[src/rtl/id_stage.sv]
// -----------------------------------------------------------------------------
// id_stage -- instruction decode stage of a simple in-order pipeline.
//
// Holds the IF/ID pipeline register, a 32x32 register file, the decoder,
// load-use / branch-operand hazard detection, branch/jump resolution and the
// ID/EX pipeline register that feeds the execute stage.
//
// Ports
//   clk, rst_n           : rising-edge clock, asynchronous active-low reset
//   PC, IR               : fetched word-address PC and instruction
//   IsStall              : hold fetch / IF/ID this cycle (hazard)
//   IsBranch, BranchAddr : redirect fetch to BranchAddr (0 when not taken)
//   WbEn/WbAddr/WbData   : register-file write port from writeback
//   MemRd, MemRegWrite   : destination of the instruction in the memory stage
//   Ex*                  : registered ID/EX outputs to execute
//
// Instruction fields: op[31:26] rd[25:21] rs1[20:16] rs2[15:11] funct[5:0]
// imm16[15:0]. Opcodes: 0 NOP, 1 ALU, 2 ADDI, 3 LOAD, 4 STORE, 5 BEQ, 6 JMP;
// every other opcode decodes as NOP. A NOP (including the IR=0 bubble) is
// issued to execute as ExValid=0.
//
// ExA carries read port A (rs1). ExB carries read port B, which reads rd for
// STORE/BEQ and rs2 otherwise. ExImm is the sign-extended imm16. ExRd is the
// destination only for register-writing instructions (ALU/ADDI/LOAD), else 0.
// ExOp is funct[3:0] for ALU and 0 (add) for everything else.
//
// Build option
//   WB_BYPASS_EN : when defined, a read of the register being written this
//                  cycle (WbEn=1, WbAddr!=0) returns WbData on both read ports
//                  and in the branch comparison. When undefined the old value
//                  is returned and the new value is visible next cycle.
// -----------------------------------------------------------------------------
module id_stage #(
  parameter int WIDTH = 32
) (
  input  logic             clk,
  input  logic             rst_n,
  input  logic [WIDTH-3:0] PC,
  input  logic [31:0]      IR,
  output logic             IsStall,
  output logic             IsBranch,
  output logic [WIDTH-3:0] BranchAddr,
  input  logic             WbEn,
  input  logic [4:0]       WbAddr,
  input  logic [WIDTH-1:0] WbData,
  input  logic [4:0]       MemRd,
  input  logic             MemRegWrite,
  output logic             ExValid,
  output logic [WIDTH-3:0] ExPC,
  output logic [3:0]       ExOp,
  output logic [WIDTH-1:0] ExA,
  output logic [WIDTH-1:0] ExB,
  output logic [WIDTH-1:0] ExImm,
  output logic [4:0]       ExRd,
  output logic             ExRegWrite,
  output logic             ExMemRead,
  output logic             ExMemWrite
);

  localparam int PW = WIDTH - 2;

  typedef enum logic [5:0] {
    OP_NOP   = 6'h00,
    OP_ALU   = 6'h01,
    OP_ADDI  = 6'h02,
    OP_LOAD  = 6'h03,
    OP_STORE = 6'h04,
    OP_BEQ   = 6'h05,
    OP_JMP   = 6'h06
  } opcode_e;

  // ---------------------------------------------------------------------------
  // State
  // ---------------------------------------------------------------------------
  logic [PW-1:0]    ifid_pc_q, ifid_pc_d;
  logic [31:0]      ifid_ir_q, ifid_ir_d;

  logic [WIDTH-1:0] rf_q [32];
  logic [WIDTH-1:0] rf_d [32];

  logic             ex_valid_q, ex_valid_d;
  logic [PW-1:0]    ex_pc_q, ex_pc_d;
  logic [3:0]       ex_op_q, ex_op_d;
  logic [WIDTH-1:0] ex_a_q, ex_a_d;
  logic [WIDTH-1:0] ex_b_q, ex_b_d;
  logic [WIDTH-1:0] ex_imm_q, ex_imm_d;
  logic [4:0]       ex_rd_q, ex_rd_d;
  logic             ex_reg_write_q, ex_reg_write_d;
  logic             ex_mem_read_q, ex_mem_read_d;
  logic             ex_mem_write_q, ex_mem_write_d;

  // ---------------------------------------------------------------------------
  // Field extraction
  // ---------------------------------------------------------------------------
  logic [5:0]       op;
  logic [4:0]       f_rd, f_rs1, f_rs2;
  logic [WIDTH-1:0] imm_x;
  logic [PW-1:0]    imm_pc;

  assign op     = ifid_ir_q[31:26];
  assign f_rd   = ifid_ir_q[25:21];
  assign f_rs1  = ifid_ir_q[20:16];
  assign f_rs2  = ifid_ir_q[15:11];
  assign imm_x  = {{(WIDTH-16){ifid_ir_q[15]}}, ifid_ir_q[15:0]};
  assign imm_pc = {{(PW-16){ifid_ir_q[15]}}, ifid_ir_q[15:0]};

  // ---------------------------------------------------------------------------
  // Decode
  // ---------------------------------------------------------------------------
  logic       dec_valid;
  logic       dec_reg_write, dec_mem_read, dec_mem_write;
  logic       dec_is_beq, dec_is_jmp;
  logic       use_rs1, use_rs2, use_rd;
  logic [3:0] dec_op;

  always_comb begin
    dec_valid     = 1'b0;
    dec_reg_write = 1'b0;
    dec_mem_read  = 1'b0;
    dec_mem_write = 1'b0;
    dec_is_beq    = 1'b0;
    dec_is_jmp    = 1'b0;
    use_rs1       = 1'b0;
    use_rs2       = 1'b0;
    use_rd        = 1'b0;
    dec_op        = 4'h0;
    case (op)
      OP_ALU: begin
        dec_valid     = 1'b1;
        dec_reg_write = 1'b1;
        use_rs1       = 1'b1;
        use_rs2       = 1'b1;
        dec_op        = ifid_ir_q[3:0];
      end
      OP_ADDI: begin
        dec_valid     = 1'b1;
        dec_reg_write = 1'b1;
        use_rs1       = 1'b1;
      end
      OP_LOAD: begin
        dec_valid     = 1'b1;
        dec_reg_write = 1'b1;
        dec_mem_read  = 1'b1;
        use_rs1       = 1'b1;
      end
      OP_STORE: begin
        dec_valid     = 1'b1;
        dec_mem_write = 1'b1;
        use_rs1       = 1'b1;
        use_rd        = 1'b1;
      end
      OP_BEQ: begin
        dec_valid  = 1'b1;
        dec_is_beq = 1'b1;
        use_rs1    = 1'b1;
        use_rd     = 1'b1;
      end
      OP_JMP: begin
        dec_valid  = 1'b1;
        dec_is_jmp = 1'b1;
      end
      default: ;
    endcase
  end

  // ---------------------------------------------------------------------------
  // Register file: two combinational read ports. Port B reads rd for the
  // instructions that use rd as a source, so BEQ compares port B with port A.
  // ---------------------------------------------------------------------------
  logic [4:0]       rd_a_addr, rd_b_addr;
  logic [WIDTH-1:0] rd_a, rd_b;

  assign rd_a_addr = f_rs1;
  assign rd_b_addr = use_rd ? f_rd : f_rs2;

  always_comb begin
    rd_a = (rd_a_addr == 5'd0) ? '0 : rf_q[rd_a_addr];
    rd_b = (rd_b_addr == 5'd0) ? '0 : rf_q[rd_b_addr];
`ifdef WB_BYPASS_EN
    if (WbEn && (WbAddr != 5'd0) && (WbAddr == rd_a_addr)) rd_a = WbData;
    if (WbEn && (WbAddr != 5'd0) && (WbAddr == rd_b_addr)) rd_b = WbData;
`endif
  end

  always_comb begin
    rf_d = rf_q;
    if (WbEn && (WbAddr != 5'd0)) rf_d[WbAddr] = WbData;
  end

  // ---------------------------------------------------------------------------
  // Hazard detection
  // ---------------------------------------------------------------------------
  logic load_use_hit, branch_op_hit;

  function automatic logic fwd_pending(input logic [4:0] r,
                                       input logic       ex_w,
                                       input logic [4:0] ex_rd,
                                       input logic       mem_w,
                                       input logic [4:0] mem_rd);
    return (r != 5'd0) && ((ex_w && (r == ex_rd)) || (mem_w && (r == mem_rd)));
  endfunction

  always_comb begin
    load_use_hit = ex_valid_q && ex_mem_read_q && (ex_rd_q != 5'd0) &&
                   ((use_rs1 && (f_rs1 == ex_rd_q)) ||
                    (use_rs2 && (f_rs2 == ex_rd_q)) ||
                    (use_rd  && (f_rd  == ex_rd_q)));
    // BEQ resolves here, so any in-flight producer of its operands stalls it.
    branch_op_hit = dec_is_beq &&
                    (fwd_pending(f_rd,  ex_reg_write_q, ex_rd_q, MemRegWrite, MemRd) ||
                     fwd_pending(f_rs1, ex_reg_write_q, ex_rd_q, MemRegWrite, MemRd));
  end

  // ---------------------------------------------------------------------------
  // Branch resolution (targets wrap modulo 2^PW)
  // ---------------------------------------------------------------------------
  logic [PW-1:0] beq_target, jmp_target;
  logic          taken;

  assign beq_target = ifid_pc_q + PW'(1) + imm_pc;
  assign jmp_target = {ifid_pc_q[PW-1:26], ifid_ir_q[25:0]};

  always_comb begin
    IsStall    = rst_n && (load_use_hit || branch_op_hit);
    taken      = dec_is_jmp || (dec_is_beq && (rd_a == rd_b));
    IsBranch   = rst_n && !IsStall && taken;
    BranchAddr = '0;
    if (IsBranch) BranchAddr = dec_is_jmp ? jmp_target : beq_target;
  end

  // ---------------------------------------------------------------------------
  // Next-state for IF/ID and ID/EX
  // ---------------------------------------------------------------------------
  always_comb begin
    ifid_pc_d = ifid_pc_q;
    ifid_ir_d = ifid_ir_q;
    if (!IsStall) begin
      ifid_pc_d = PC;
      ifid_ir_d = IsBranch ? 32'h0 : IR;
    end
  end

  always_comb begin
    ex_valid_d     = 1'b0;
    ex_pc_d        = '0;
    ex_op_d        = 4'h0;
    ex_a_d         = '0;
    ex_b_d         = '0;
    ex_imm_d       = '0;
    ex_rd_d        = 5'd0;
    ex_reg_write_d = 1'b0;
    ex_mem_read_d  = 1'b0;
    ex_mem_write_d = 1'b0;
    if (!IsStall && dec_valid) begin
      ex_valid_d     = 1'b1;
      ex_pc_d        = ifid_pc_q;
      ex_op_d        = dec_op;
      ex_a_d         = rd_a;
      ex_b_d         = rd_b;
      ex_imm_d       = imm_x;
      ex_rd_d        = dec_reg_write ? f_rd : 5'd0;
      ex_reg_write_d = dec_reg_write;
      ex_mem_read_d  = dec_mem_read;
      ex_mem_write_d = dec_mem_write;
    end
  end

  // ---------------------------------------------------------------------------
  // Registers
  // ---------------------------------------------------------------------------
  always_ff @(posedge clk or negedge rst_n) begin
    if (!rst_n) begin
      ifid_pc_q      <= '0;
      ifid_ir_q      <= '0;
      ex_valid_q     <= 1'b0;
      ex_pc_q        <= '0;
      ex_op_q        <= 4'h0;
      ex_a_q         <= '0;
      ex_b_q         <= '0;
      ex_imm_q       <= '0;
      ex_rd_q        <= 5'd0;
      ex_reg_write_q <= 1'b0;
      ex_mem_read_q  <= 1'b0;
      ex_mem_write_q <= 1'b0;
    end else begin
      ifid_pc_q      <= ifid_pc_d;
      ifid_ir_q      <= ifid_ir_d;
      ex_valid_q     <= ex_valid_d;
      ex_pc_q        <= ex_pc_d;
      ex_op_q        <= ex_op_d;
      ex_a_q         <= ex_a_d;
      ex_b_q         <= ex_b_d;
      ex_imm_q       <= ex_imm_d;
      ex_rd_q        <= ex_rd_d;
      ex_reg_write_q <= ex_reg_write_d;
      ex_mem_read_q  <= ex_mem_read_d;
      ex_mem_write_q <= ex_mem_write_d;
    end
  end

  always_ff @(posedge clk or negedge rst_n) begin
    if (!rst_n) begin
      for (int unsigned i = 0; i < 32; i++) rf_q[i] <= '0;
    end else begin
      rf_q <= rf_d;
    end
  end

  assign ExValid    = ex_valid_q;
  assign ExPC       = ex_pc_q;
  assign ExOp       = ex_op_q;
  assign ExA        = ex_a_q;
  assign ExB        = ex_b_q;
  assign ExImm      = ex_imm_q;
  assign ExRd       = ex_rd_q;
  assign ExRegWrite = ex_reg_write_q;
  assign ExMemRead  = ex_mem_read_q;
  assign ExMemWrite = ex_mem_write_q;

endmodule

[config.mk]
export PLATFORM = sky130hd
export DESIGN_NAME = id_stage
export DESIGN_NICKNAME = d
export VERILOG_FILES = /design/src/rtl/id_stage.sv
export SDC_FILE = /design/constraint.sdc
export NUM_CORES = 2
export LEC_CHECK = 0
export ABC_CLOCK_PERIOD_IN_PS = 12800
export CAP_MARGIN = 10
export CORE_ASPECT_RATIO = 0.75
export CORE_MARGIN = 8
export CORE_UTILIZATION = 23
export CTS_BUF_LIST = sky130_fd_sc_hd__clkbuf_8
export DETAILED_ROUTE_END_ITERATION = 16
export DONT_BUFFER_PORTS = 1
export GPL_ROUTABILITY_DRIVEN = 0
export SYNTH_ARGS = -nofsm -noshare
export SYNTH_HDL_FRONTEND = slang
export SYNTH_SLANG_ARGS = --single-unit
[constraint.sdc]
create_clock -name clk -period 12.8 [get_ports clk]
set_input_delay 1.28 -clock clk [delete_from_list [all_inputs] [get_ports clk]]
set_output_delay 1.28 -clock clk [all_outputs]
set_load 0.01 [all_outputs]
-- Word-level counts from Yosys, hierarchy flattened
Cells that the tools add are included.
- add/subtract/negate cells: 2
- eq/ne operators: 12
- $lt $le $gt $ge: 4
- reductions and logical operators: 38
- mux-type cells: 36
- bitwise gates (word level): 3
- operators with widths (operator ; count):
    $bwmux 1024 ; 1
    $mux 32 ; 11
    $bmux 32 s5 ; 2
    $demux 32 s5 ; 1
    $mux 30 ; 3
    $eq 32x32->1 ; 1
    $add 30x1->30 const B ; 1
    $add 30x30->30 ; 1
    $eq 5x5->1 ; 5
    $logic_and 1x1->1 ; 20
    $reduce_bool 5->1 ; 4
    $eq 6x3->1 const B ; 3
    $ge 6x6->1 const B ; 3
    $not 5->6 ; 3
    $mux 5 ; 3
    $mux 1 ; 13
    $eq 6x2->1 const B ; 2
    $logic_not 5->1 ; 2
    $mux 4 ; 2
    $logic_or 1x1->1 ; 7
    $eq 6x1->1 const B ; 1
    $lt 6x1->1 const B ; 1
    $reduce_or 6->1 ; 1
    $reduce_or 5->1 ; 1
    other kinds (3) ; 3
- logic and storage cells: 139
- output and inout port bits: 171
- register bits: 1225

-- Depth between registers and ports, before layout
- word-level depth: 14
- depth in mapped cells: 19
- depth with buffers taken out: 15

-- Worst setup path before layout
No wires, ideal clock.
- kind: reg-to-output
- from: register ifid_ir_q[16]
- to: output BranchAddr[20]
- buffers on the path: 6
- arrival time: 3.933 ns
- stages on the path, launching flop included: 16
- slack: 7.587 ns
- data required time: 11.520 ns
- path through: dfrtp_1 > buf_2 > buf_4 > buf_2 > buf_2 > buf_2 > mux4_2 > mux4_2 > mux2i_1 > nor2_1 > xnor2_1 > o2111ai_1 > nor2_1 > nand4_1 > buf_2 > a21oi_1
- word-level cells in the longest chain between the ends: 12
- RTL lines (element ; line ; source):
    start: declaration ; 76 ; logic [31:0] ifid_ir_q, ifid_ir_d;
    start signal: assignment ; 287 ; ifid_ir_q <= ifid_ir_d;
    parallel branches: the longest is 10 deep, another holds $bmux 32 s5 ; -- ;
    $logic_and 1x1->1 (*) ; 226 ; IsBranch = rst_n && !IsStall && taken;
    $mux 30 (*) ; 228 ; if (IsBranch) BranchAddr = dec_is_jmp ? jmp_target : beq_target;
    end: declaration ; 42 ; output logic [WIDTH-3:0] BranchAddr,
Mark *: on every way between the ends. The select of a mux whose other input is x is not followed.

-- Final worst setup path
- from: register ifid_ir_q[29]
- to: output BranchAddr[26]
- word-level cells in the longest chain between the ends: 14
- RTL lines (element ; line ; source):
    $eq 6x3->1 ; 127 ; case (op)
    $reduce_or 2->1 (no line) ; -- ;
    $mux 1 ; 127 ;
    $mux 5 ; 174 ; assign rd_b_addr = use_rd ? f_rd : f_rs2;
    $not 5->6 (implied by the code) ; 178 ; rd_b = (rd_b_addr == 5'd0) ? '0 : rf_q[rd_b_addr];
    $bmux 32 s5 ; 178 ;
    $mux 32 (implied by the code) (2 in series) ; 178 ;
    $mux 32 ; 178 ;
    $eq 32x32->1 ; 225 ; taken = dec_is_jmp || (dec_is_beq && (rd_a == rd_b));
    $logic_and 1x1->1 ; 225 ;
    $logic_or 1x1->1 ; 225 ;
    $logic_and 1x1->1 ; 226 ;
    $mux 30 (*) ; 228 ;
Mark *: on every way between the ends. The rest lies on a longest branch, timed or not. The select of a mux whose other input is x is not followed.

==> flow_summary.ini <==
[global_route]
antenna_found_initial = 24
grt_max_degree = 233
grt_pass1_vias = 49200
grt_usage_pct = 18.2
grt_overflow = 0
grt_pass1_wl_um = 397000

[cells_and_area]
area_growth_pct = 12.8
final_common_cell = dfrtp_1
final_cell_area_um2 = 73300
nets = 5144
n_fill_cell = 29000
final_cell_mix = dfrtp_1 (1201), mux2_2 (1049), nand2_1 (331)
drive_gt1_share_pct = 37.3
layoutNonFillerInstCount = 8945

[cts]
path_clk_slew_ns = 0.07
post_cts_resized = 0
cts_root_buf = clkbuf_8
cts_hold_buf = 2
cts.sinks = 1209
post_cts.repair.setup_buffers = 0
cts_buffers = 203
cts_tree = built
clk_latency_ns = 1.00
htree_levels = 4
clock_path_buffers = 3

[sta]
slew_violations = 0
fin_tns_setup_ns = 0
finalSetupViolCount = 0
min_period_ns = 10.11
worst_clock_skew_ns = 0.0843
worst_pin_slew_ns = 1.40
fmax_mhz = 98.9
rsz0062_at_grt = no
hold_viol_final = 0
maxSlewHeadroom_pct = 6.42
final.period_utilization_pct = 79.0
hold_slack_ns = 0.159

[setup_path]
cp_slowest_cell = a21boi_0
worstSetupEndpointType = primary output
worst_setup_path_start_kind = flip-flop
worstRegToRegCells = 15
critPathMaxFanout = 105
crit_top_cell = nand4_1
cpPeakStageDelay_ns = 0.98
critPathKind = flip-flop to primary output
cp.required_ns = 11.52
crit_path_cell_trace = nor3_4, buf_4, nand3_4, nand2_4, buf_12, a211oi_1, or4_1, a211o_1, o211a_1, nor4_1, nand4_1, nor4_4, nand4_1, a21boi_0
crit_arrival_ns = 8.83

[drt]
drt-pass1-iter-count = 8
via_per_inst = 5.63
drc = 0
drtIter0Drc = 7740
ant_nets = 0
wl_um = 287000
wire_per_inst_um = 32.0
via_count = 50400

[die]
io_pins = 279
die_x_um = 630
rows = 169
die_area_um2 = 300000
core_area_um2 = 282000
die_h_um = 476
start_util_pct = 23.1

[yosys]
syn_inst = 5209
yosysTopAreaCellShare_pct = 46.6
ys_seq_area_share_pct = 46.6
synth_edf_count = 0
synthesis.nets = 5347
yosys_warnings = 0
ys_ff_latch = 1209
yosys.area.top_type = dfrtp_1
async_reset_ff_share_pct = 100
yosysUniqueCellTypes = 95
synth_area_um2 = 65000
synth_flop_cell = dfrtp_1
postSynthAreaPerCell_um2 = 12.5
synth_area_leaders = dfrtp_1 (47%), mux2_2 (18%), mux4_2 (11%)

[placed_design]
portBuffers = 0
place_area_um2 = 69000
dp_hpwl_um = 176000
placedCellCount = 8561

[job]
cap_violations = 0

[power_and_ir_drop]
vdd_drop_max_uv = 109
power_leakage_nw = 30.9
power.total_mw = 11.0
powerDensity_nw_per_um2 = 149

[min_path]
worstHoldPathType = input pin to asynchronous set/reset pin

[status]
status = completed
[cells by family (layout without fill, tap and decap cells)]
family / count (synthesis) / after routing / synth area share (%)
fa+ha+maj: 30 / 30 / 0.589
flops: 1209 / 1209 / 46.6
compound gates: 800 / 800 / 8.89
xor+xnor: 72 / 72 / 0.970
simple gates: 1022 / 1022 / 7.85
other cells: 0 / 12 / 0
mux: 1501 / 1501 / 31.3
buf+inv: 575 / 537 / 3.80
[cell type report]
type / count / area, µm² / area share [%]
Inverter: 22 / 83.8 / 0.114
Multi-Input combinational cell: 3425 / 32700 / 44.6
Clock buffer: 257 / 3540 / 4.82
Antenna cell: 12 / 30.0 / 0.0410
Sequential cell: 1209 / 30300 / 41.3
Tap cell: 3762 / 4710 / 6.42
Timing Repair Buffer: 145 / 1300 / 1.78
Clock inverter: 113 / 721 / 0.983
[state kept, by name, summed over array words and instances, names as in the netlist, 4 cells and up]
name / cells
ExB: 32
ifid_ir_q: 32
ExA: 32
ExRd: 5
rf_q: 1024
ExOp: 4
ifid_pc_q: 30
ExImm: 16
ExPC: 30
[worst max-delay path: cells and delay by family (launching register included)]
kind                   cells  cell delay (ns)
AND/OR/NAND/NOR            8             4.53
buffers and inverters      2             1.03
flip-flops                 1             0.43
AO/OA/AOI/OAI              4             1.73
[final timing paths]
check / start / slack (ns) / end
min in group clk: rf_q[1006]$_DFFE_PN0P_ / 0.37 / rf_q[1006]$_DFFE_PN0P_
max reg2reg: ifid_ir_q[29]$_DFFE_PN0N_ / 5.37 / ifid_ir_q[21]$_DFFE_PN0N_
max: ifid_ir_q[29]$_DFFE_PN0N_ / 2.69 / BranchAddr[26]
max in group asynchronous: rst_n / 8.84 / rf_q[766]$_DFFE_PN0P_
min: rst_n / 0.16 / ifid_ir_q[21]$_DFFE_PN0N_
min reg2reg: rf_q[1006]$_DFFE_PN0P_ / 0.37 / rf_q[1006]$_DFFE_PN0P_
[Yosys cell counts (all sizes together), types with 37 or more instances]
| library cell | n |
|---|---|
| nor3 | 37 |
| nor2 | 134 |
| nand3 | 139 |
| mux2 | 1049 |
| a211oi | 115 |
| o21ai | 137 |
| nand2 | 352 |
| xor2 | 40 |
| and2 | 93 |
| mux2i | 130 |
| and3 | 126 |
| buf | 236 |
| clkbuf | 317 |
| a22o | 45 |
| a21oi | 123 |
| dfrtp | 1209 |
| a32oi | 59 |
| mux4 | 322 |
[stage by stage]
stage          setup slack [ns]  util [%]
2_1_floorplan              7.59         -
3_3_place_gp               3.81      24.5
3_5_place_dp               4.33      24.5
4_1_cts                    3.20      26.0
5_1_grt                    2.70      26.0
6_report                   2.69      26.0
[routing by layer]
| layer | share of wire, % | up-vias | global-route usage [%] |
|---|---|---|---|
| met5 | 0.051 | - | 0 |
| met4 | 5.8 | 24 | 9.08 |
| met3 | 15 | 888 | 7.97 |
| met2 | 42 | 4087 | 26.0 |
| met1 | 38 | 26100 | 23.3 |
| li1 | - | 19300 | - |
[report_power, final]
part / internal [mW] / switching [mW] / total [mW]
clock network: 1.90 / 1.80 / 3.70
logic: 1.13 / 1.09 / 2.22
registers: 4.46 / 0.576 / 5.04
total: 7.50 / 3.46 / 11.0
(Power assumes the default switching activity.)
